<file path="src/rtl/stack_arb_pkg.sv">
// stack_arb_pkg
// Shared definitions for the two-requester stack arbiter:
//   - OP_PUSH / OP_POP : request opcode encodings
//   - req_id_t         : requester identifier (0 or 1)
//   - ERR_*            : bit positions of the individual consistency checks
//                        that feed the sticky err flag
package stack_arb_pkg;

  localparam logic OP_PUSH = 1'b0;
  localparam logic OP_POP  = 1'b1;

  typedef logic req_id_t;

  localparam int ERR_NUM            = 4;
  localparam int ERR_ORPHAN_RSP     = 0;  // stack returned data nobody asked for
  localparam int ERR_LOST_RSP       = 1;  // a pop was issued but no data came back
  localparam int ERR_EMPTY_MISMATCH = 2;  // our count and the stack disagree on empty
  localparam int ERR_FULL_MISMATCH  = 3;  // our count and the stack disagree on full

endpackage

</file>
<file path="src/rtl/stack_arb_2x_rr_arb2.sv">
// rr_arb2
// Two-input arbiter. Grants at most one eligible input per cycle.
// Configuration macro STACK_ARB_RR_EN:
//   defined   : round-robin; on a tie the input not granted most recently wins.
//               The pointer holds the id of the last granted input and resets to
//               1 so that input 0 is favoured first.
//   undefined : fixed priority, input 0 always wins; no state, no clock ports.
// Ports:
//   clk, reset : clock and synchronous active-high reset (round-robin build only)
//   elig[1:0]  : per-input eligibility
//   gnt[1:0]   : one-hot (or zero) grant
module rr_arb2
  import stack_arb_pkg::*;
(
`ifdef STACK_ARB_RR_EN
  input  logic       clk,
  input  logic       reset,
`endif
  input  logic [1:0] elig,
  output logic [1:0] gnt
);

`ifdef STACK_ARB_RR_EN
  req_id_t ptr_reg;

  always_ff @(posedge clk) begin
    if (reset) begin
      ptr_reg <= 1'b1;
    end else if (|gnt) begin
      ptr_reg <= gnt[1];
    end
  end

  always_comb begin
    gnt = elig;
    if (&elig) begin
      gnt = ptr_reg ? 2'b01 : 2'b10;
    end
  end
`else
  always_comb begin
    gnt = elig;
    if (elig[0]) begin
      gnt[1] = 1'b0;
    end
  end
`endif

endmodule

</file>
<file path="src/rtl/stack_arb_2x.sv">
// stack_arb_2x
// Arbiter/sequencer placing two requesters in front of one M x N stack.
// One push or pop is issued per cycle; popped data is steered back to the
// requester that issued the pop one cycle later. An independent occupancy count
// is kept and compared against the stack's full/empty flags and response timing;
// any divergence sets the sticky err output.
// Configuration macro STACK_ARB_RR_EN: round-robin arbitration when defined,
// fixed priority (requester 0 wins) otherwise.
// Ports:
//   clk, reset                      : clock, synchronous active-high reset
//   reqX_valid/op/data, reqX_ready  : requester handshakes (ready is combinational)
//   rsp0_valid, rsp1_valid, rsp_data: pop responses (shared data bus)
//   stk_push, stk_pop, stk_push_data: commands to the stack
//   stk_full, stk_empty, stk_valid, stk_pop_data : status/data from the stack
//   level                           : controller occupancy count
//   err                             : sticky consistency error
module stack_arb_2x
  import stack_arb_pkg::*;
#(
  parameter int M     = 128,
  parameter int N     = 8,
  parameter int WIDTH = 7
) (
  input  logic           clk,
  input  logic           reset,
  input  logic           req0_valid,
  input  logic           req0_op,
  input  logic [N-1:0]   req0_data,
  output logic           req0_ready,
  input  logic           req1_valid,
  input  logic           req1_op,
  input  logic [N-1:0]   req1_data,
  output logic           req1_ready,
  output logic           rsp0_valid,
  output logic           rsp1_valid,
  output logic [N-1:0]   rsp_data,
  output logic           stk_push,
  output logic           stk_pop,
  output logic [N-1:0]   stk_push_data,
  input  logic           stk_full,
  input  logic           stk_empty,
  input  logic           stk_valid,
  input  logic [N-1:0]   stk_pop_data,
  output logic [WIDTH:0] level,
  output logic           err
);

  localparam logic [WIDTH:0] LVL_ONE = (WIDTH + 1)'(1);
  localparam logic [WIDTH:0] LVL_MAX = (WIDTH + 1)'(M);

  logic [1:0]         req_valid;
  logic [1:0]         req_op;
  logic [N-1:0]       req_data [2];
  logic [1:0]         elig;
  logic [1:0]         gnt;
  logic [1:0]         rsp_valid;
  req_id_t            sel;
  logic [WIDTH:0]     level_reg;
  logic [WIDTH:0]     level_next;
  logic               pend_vld_reg;
  req_id_t            pend_id_reg;
  logic               err_reg;
  logic [ERR_NUM-1:0] err_cause;

  assign req_valid   = {req1_valid, req0_valid};
  assign req_op      = {req1_op, req0_op};
  assign req_data[0] = req0_data;
  assign req_data[1] = req1_data;

  // Eligibility is judged per requester so a blocked one never stalls the other.
  // Nothing is granted while reset is high: the stack is held in reset too.
  for (genvar gi = 0; gi < 2; gi++) begin : g_req
    assign elig[gi] = !reset && req_valid[gi] &&
                      ((req_op[gi] == OP_PUSH) ? !stk_full : !stk_empty);
    // A response already in flight when reset arrives is dropped.
    assign rsp_valid[gi] = !reset && stk_valid && pend_vld_reg &&
                           (pend_id_reg == req_id_t'(gi));
  end

  rr_arb2 u_arb (
`ifdef STACK_ARB_RR_EN
    .clk   (clk),
    .reset (reset),
`endif
    .elig  (elig),
    .gnt   (gnt)
  );

  assign sel        = gnt[1];
  assign req0_ready = gnt[0];
  assign req1_ready = gnt[1];

  // Only one request is granted, so push and pop are mutually exclusive.
  assign stk_push      = (|gnt) && (req_op[sel] == OP_PUSH);
  assign stk_pop       = (|gnt) && (req_op[sel] == OP_POP);
  assign stk_push_data = stk_push ? req_data[sel] : '0;

  assign rsp0_valid = rsp_valid[0];
  assign rsp1_valid = rsp_valid[1];
  assign rsp_data   = reset ? '0 : stk_pop_data;

  always_comb begin
    level_next = level_reg;
    if (stk_push) begin
      level_next = level_reg + LVL_ONE;
    end else if (stk_pop) begin
      level_next = level_reg - LVL_ONE;
    end
  end

  // All checks use pre-edge state on both sides, so they line up cycle by cycle.
  always_comb begin
    err_cause                     = '0;
    err_cause[ERR_ORPHAN_RSP]     = stk_valid && !pend_vld_reg;
    err_cause[ERR_LOST_RSP]       = pend_vld_reg && !stk_valid;
    err_cause[ERR_EMPTY_MISMATCH] = (level_reg == '0) != stk_empty;
    err_cause[ERR_FULL_MISMATCH]  = (level_reg >= LVL_MAX) != stk_full;
  end

  always_ff @(posedge clk) begin
    if (reset) begin
      level_reg    <= '0;
      pend_vld_reg <= 1'b0;
      pend_id_reg  <= 1'b0;
      err_reg      <= 1'b0;
    end else begin
      level_reg    <= level_next;
      pend_vld_reg <= stk_pop;
      pend_id_reg  <= sel;
      err_reg      <= err_reg || (|err_cause);
    end
  end

  assign level = level_reg;
  assign err   = err_reg;

endmodule

</file>
<file path="config.mk">
export PLATFORM = sky130hd
export DESIGN_NAME = stack_arb_2x
export DESIGN_NICKNAME = d
export VERILOG_FILES = /design/src/rtl/stack_arb_pkg.sv /design/src/rtl/stack_arb_2x_rr_arb2.sv /design/src/rtl/stack_arb_2x.sv
export SDC_FILE = /design/constraint.sdc
export NUM_CORES = 1
export LEC_CHECK = 0
export CORE_UTILIZATION = 32
export DETAILED_ROUTE_END_ITERATION = 16
export GPL_ROUTABILITY_DRIVEN = 0
export PLACE_DENSITY_LB_ADDON = 0.08
export SYNTH_ARGS = -nofsm -noshare
export SYNTH_HDL_FRONTEND = slang
export SYNTH_SLANG_ARGS = --single-unit
export TNS_END_PERCENT = 50
</file>
<file path="constraint.sdc">
create_clock -name clk -period 2.7 [get_ports clk]
set_input_delay 0.54 -clock clk [delete_from_list [all_inputs] [get_ports clk]]
set_output_delay 0.54 -clock clk [all_outputs]
set_load 0.02 [all_outputs]
</file>
* Word level (Yosys, flattened, before mapping)
Cells that the tools add are included.
** Word-level totals
- Register bits after elaboration :: 11
- Input port bits :: 33
- Output and inout bits :: 31
- Word-level logic and storage cells :: 48
** Operators by class
- $add $sub $neg :: 2
- $lt $le $gt $ge :: 3
- Equal/unequal tests :: 2
- Muxes and demuxes :: 12
- Bitwise gates (word level) :: 3
- Reduce and logical (&&, ||, !) cells :: 22
** Operators with widths (number)
- 2-to-1 mux 8 bit :: 7
- logical AND 1 bit :: 12
- adder 8 x 1 -> 8 bit (second input constant) :: 1
- greater-or-equal comparator 8 bit (second input constant) :: 1
- zero test 8 bit :: 1
- subtractor 8 x 1 -> 8 bit (second input constant) :: 1
- zero test 1 bit :: 5
- 2-to-1 mux 1 bit :: 5
- OR reduction 4 bit :: 1
- greater-or-equal comparator 2 bit (second input constant) :: 1
- < comparator 1 x 2 -> 1 bit (second input constant) :: 1
- != test 1 bit :: 2
- inverter 1 bit :: 2
- inverter 1 -> 2 bit :: 1
- nonzero test 2 bit :: 1
- OR reduction 2 bit :: 1
- logical OR 1 bit :: 1

* Logic depth before layout (Yosys ltp)
- Depth after elaboration :: 9
- Gate-level depth with buffers :: 10
- Depth with buffers taken out :: 9

* Cells and area by module
Synthesis repeated with hierarchy kept, for this count alone.
** Unflattened totals
- Cells, all modules :: 117
- Area, all modules :: 953.4 um2
** By module, submodules not included
- stack_arb_2x :: times used 1, cells each 115, area an instance 932.1 um2, seq. area each 220.2 um2
- rr_arb2 :: times used 1, cells each 2, area an instance 21.3 um2, seq. area each 0.0 um2

* Least setup slack after synthesis
No wires, ideal clock.
- Kind :: input to register
- From :: in req0_op
- To :: reg level_reg[6] (netlist: level[6])
- Setup time :: 0.131 ns
- Arrival :: 2.514 ns
- Data required time :: 2.569 ns
- Setup slack :: 0.056 ns
- Stages :: 10
- Path buffers :: 1
- Cells stage by stage :: mux2i_1 > nand2_2 > mux2_4 > buf_2 > fa_1 > a211oi_1 > o21bai_1 > a21oi_1 > xor2_1 > o21ai_0
** On the way
- Longest elaborated chain between the ends :: 8
- Elaborated cells on any way between the ends :: 11
- Those cells by class :: mux (5); bitwise (1); reduce/logical (5)
** Ends and longest elaborated chain
- start: declaration :: RTL line stack_arb_2x.sv:27 : input logic req0_op,
- 2-to-1 mux 1 bit :: RTL line stack_arb_2x.sv:74 : ((req_op[gi] == OP_PUSH) ? !stk_full : !stk_empty);
- logical AND 1 bit :: RTL line stack_arb_2x.sv:73 : assign elig[gi] = !reset && req_valid[gi] &&
- 2-to-1 mux 1 bit :: RTL line stack_arb_2x_rr_arb2.sv:43 : if (elig[0]) begin
- 2-to-1 mux 1 bit (not written as such) (2 in series) :: RTL line stack_arb_2x.sv:94, stack_arb_2x.sv:95
- inverter 1 bit :: RTL line stack_arb_2x.sv:94 : assign stk_push = (|gnt) && (req_op[sel] == OP_PUSH);
- logical AND 1 bit :: RTL line stack_arb_2x.sv:94
- 2-to-1 mux 8 bit or nonzero test 2 bit (tied branches)
- end signal: assignment :: RTL line stack_arb_2x.sv:127 : level_reg <= level_next;
- end: declaration :: RTL line stack_arb_2x.sv:58 : logic [WIDTH:0] level_reg;
Parallel ways exist; a longest one is shown, timed or not. The select of a mux whose other input is x is not followed.
A chain may end at the register's enable or synchronous reset.

* Worst setup path after layout
- From :: in req1_valid
- To :: reg level_reg[7] (netlist: level[7])
** On the way
- Longest elaborated chain between the ends :: 8
- Elaborated cells on any way between the ends :: 11
- Those cells by class :: mux (4); bitwise (1); reduce/logical (6)
** Ends and longest elaborated chain
- start: declaration :: RTL line stack_arb_2x.sv:30 : input logic req1_valid,
- logical AND 1 bit (*) (2 in series) :: RTL line stack_arb_2x.sv:73
- 2-to-1 mux 1 bit (*) :: RTL line stack_arb_2x_rr_arb2.sv:43
- 2-to-1 mux 1 bit (not written as such) (2 in series) :: RTL line stack_arb_2x.sv:94, stack_arb_2x.sv:95
- inverter 1 bit :: RTL line stack_arb_2x.sv:94
- logical AND 1 bit :: RTL line stack_arb_2x.sv:94
- 2-to-1 mux 8 bit or nonzero test 2 bit (tied branches)
Mark *: on every way between the ends. The rest lies on a longest branch, timed or not. The select of a mux whose other input is x is not followed.

==> impl_metrics.env <==
export IMPL_p_total_mw=0.8768
export IMPL_vias=1125
export IMPL_grt_pass1_vias=1080
export IMPL_dpl_hpwl_um=2253
export IMPL_failed_checks="DRC"
export IMPL_die_height_um=56.69
export IMPL_seq_area_frac_synth=0.2301
export IMPL_ant_nets=0
export IMPL_synth_seq_cells=11
export IMPL_final_max_slew_viol_count=0
export IMPL_final_util=0.6757
export IMPL_largest_reg_flops=8
export IMPL_drive_gt1_frac=0.2750
export IMPL_synth_flop_cell="dfxtp_1"
export IMPL_fin_skew_ps=4.321
export IMPL_ys_warnings_count=0
export IMPL_powerDensity_nw_per_um2=462.5
export IMPL_p_leak_nw=0.9058
export IMPL_grt_max_degree=20
export IMPL_row_count=19
export IMPL_maxCapViolCount=0
export IMPL_yosys_top_cells_count="mux2i_1 (18), nor2_1 (16), dfxtp_1 (11)"
export IMPL_finalCritPeriodShare=0.9484
export IMPL_synth_edf_count=0
export IMPL_cts_max_level=1
export IMPL_min_path_type="flip-flop to flip-flop"
export IMPL_synth_area_leaders="dfxtp_1 (23%), mux2i_1 (19%), ha_1 (7.8%)"
export IMPL_synth_most_common_cell="mux2i_1"
export IMPL_start_util=0.3412
export IMPL_fin_nets=241
export IMPL_clk_latency_ps=280
export IMPL_grt_use_total=0.1811
export IMPL_final_hold_violation_count=0
export IMPL_core_um2=2805
export IMPL_syn_nets=152
export IMPL_tightest_slew_ps=368.0
export IMPL_design_area_um2=1896
export IMPL_crit_chain="clkdlybuf4s50_1 > nor2b_2 > nand2_1 > mux2_4 > buf_8 > ha_4 > o211ai_1 > o211ai_1 > o21ai_2 > mux2i_1 > mux2i_1"
export IMPL_cpPeakStageDelay_ps=440
export IMPL_routed_wl_um=3071
export IMPL_syn_inst=112
export IMPL_min_period_ps=2561
export IMPL_synthArstFlopShare=0
export IMPL_status="complete, but fails checks"
export IMPL_cts_buffer_depth=2
export IMPL_num_antenna_cells=0
export IMPL_crit_fanout=4
export IMPL_post_place_cells=224
export IMPL_pin_count=64
export IMPL_routedWlPerCell_um=13.29
export IMPL_max_slew_margin_rel=0.7541
export IMPL_route_detailed_drc=14
export IMPL_num_fill_cells=237
export IMPL_die_w_um=56.69
export IMPL_grt_overflow=0
export IMPL_slowest_stage="clkdlybuf4s50_1"
export IMPL_layout_cells_non_filler=231
export IMPL_firstDrtPassIters=10
export IMPL_synth_top_cell_area_share=0.2301
export IMPL_portBuffers=63
export IMPL_numCtsBuffers=3
export IMPL_placed_area_um2=1793
export IMPL_die_area_um2=3214
export IMPL_syn_cell_area_um2=957.2
export IMPL_cts_hold_buf=0
export IMPL_drtIter0Drc=44
export IMPL_ir_drop_mv=0.3461
export IMPL_clock_sinks=11
export IMPL_cts_tree="yes"
export IMPL_arrival_ps=2770
export IMPL_required_ps=2910
export IMPL_grt_pass1_wl_um=4574
export IMPL_netlist_cell_type_count=33
export IMPL_end_kind="flip-flop"
export IMPL_setup_viol=0
export IMPL_path_class="input pin to flip-flop"
export IMPL_via_per_inst=4.870
export IMPL_root_buffer="clkbuf_4"
export IMPL_final_setup_tns_ps=0
export IMPL_path_clk_slew_ps=70
export IMPL_cp_start_kind="input pin"
export IMPL_antenna_found_initial=0
export IMPL_fmax_mhz=390.5
export IMPL_yosysTopAreaCell="dfxtp_1"
export IMPL_area_delta_synth_final_pct=98.04
export IMPL_synth_area_per_cell_um2=8.546
==> layout by cell type, fill, tap and decap left out, drive strengths merged, types with 2 or more instances in the layout <==
master         instances
and3                   2
mux2i                 18
clkdlybuf4s50         45
nor2                  16
a21oi                  6
dfxtp                 11
ha                     6
nor2b                 10
o21ai                  4
dlymetal6s2s           6
xnor2                  2
inv                    4
nand2                  4
nor3                   2
a211oi                 2
xor2                   7
o211ai                 2
dlygate4sd2            3
a21o                   2
buf                   34
nor4                   2
clkbuf                 4
==> layout make-up <==
type / count / area [um^2] / area share
Clock buffer: 4 / 26.28 / 0.01386
Inverter: 4 / 15.01 / 0.007921
Multi-Input combinational cell: 93 / 778.2 / 0.4106
Sequential cell: 11 / 220.2 / 0.1162
Tap cell: 31 / 38.79 / 0.02046
Timing Repair Buffer: 88 / 817.0 / 0.4310
==> report_power, final <==
part / switching [mW] / internal [mW]
logic: 0.234 / 0.298
registers: 0.0367 / 0.190
clock network: 0.0603 / 0.0573
==> timing repair <==
action	CTS	global route
pin swaps	1	9
gates resized for setup	45	18
setup endpoints to repair	16	14
setup buffers	1	2
==> per-stage QoR <==
stage          hold slack (ps)  worst slack [ps]
6_report                 531.5             139.4
5_1_grt                  572.0            -12.55
4_1_cts                  542.6            -124.6
3_5_place_dp             519.4            -469.1
3_3_place_gp             515.8            -421.4
2_1_floorplan            568.7             55.53
==> worst paths after layout <==
check,from,to,slack (ps),depth (start not counted)
max,req1_valid,level[7],140,11
min,err,err,530,2
max reg2reg,level[1],level[6],1030,6
min reg2reg,err,err,530,2
==> critical path: cells and delay by family <==
family | cells | cell delay (ps)
AO/OA/AOI/OAI | 3 | 440
adder cells (fa/ha/maj) | 1 | 220
buffers and inverters | 2 | 590
multiplexers | 3 | 720
AND/OR/NAND/NOR | 2 | 250
==> logic make-up (layout without fill, tap and decap cells) <==
group / count (synthesis) / after routing / synth area share
AND/OR/NAND/NOR: 40 / 40 / 0.2170
flip-flops: 11 / 11 / 0.2301
AO/OA/AOI/OAI: 18 / 18 / 0.1268
multiplexers: 19 / 19 / 0.2039
XOR/XNOR: 9 / 9 / 0.08236
adder cells (fa/ha/maj): 7 / 7 / 0.09935
buffers and inverters: 8 / 96 / 0.04050
==> per-layer routing <==
layer,share of wire,vias up,global-route usage
met1,0.39,515,0.1851
met2,0.53,38,0.3537
met3,0.077,2,0.03917
met5,0,-,0
li1,-,570,-
met4,0.0098,0,0.06429
(Power assumes the default switching activity.)
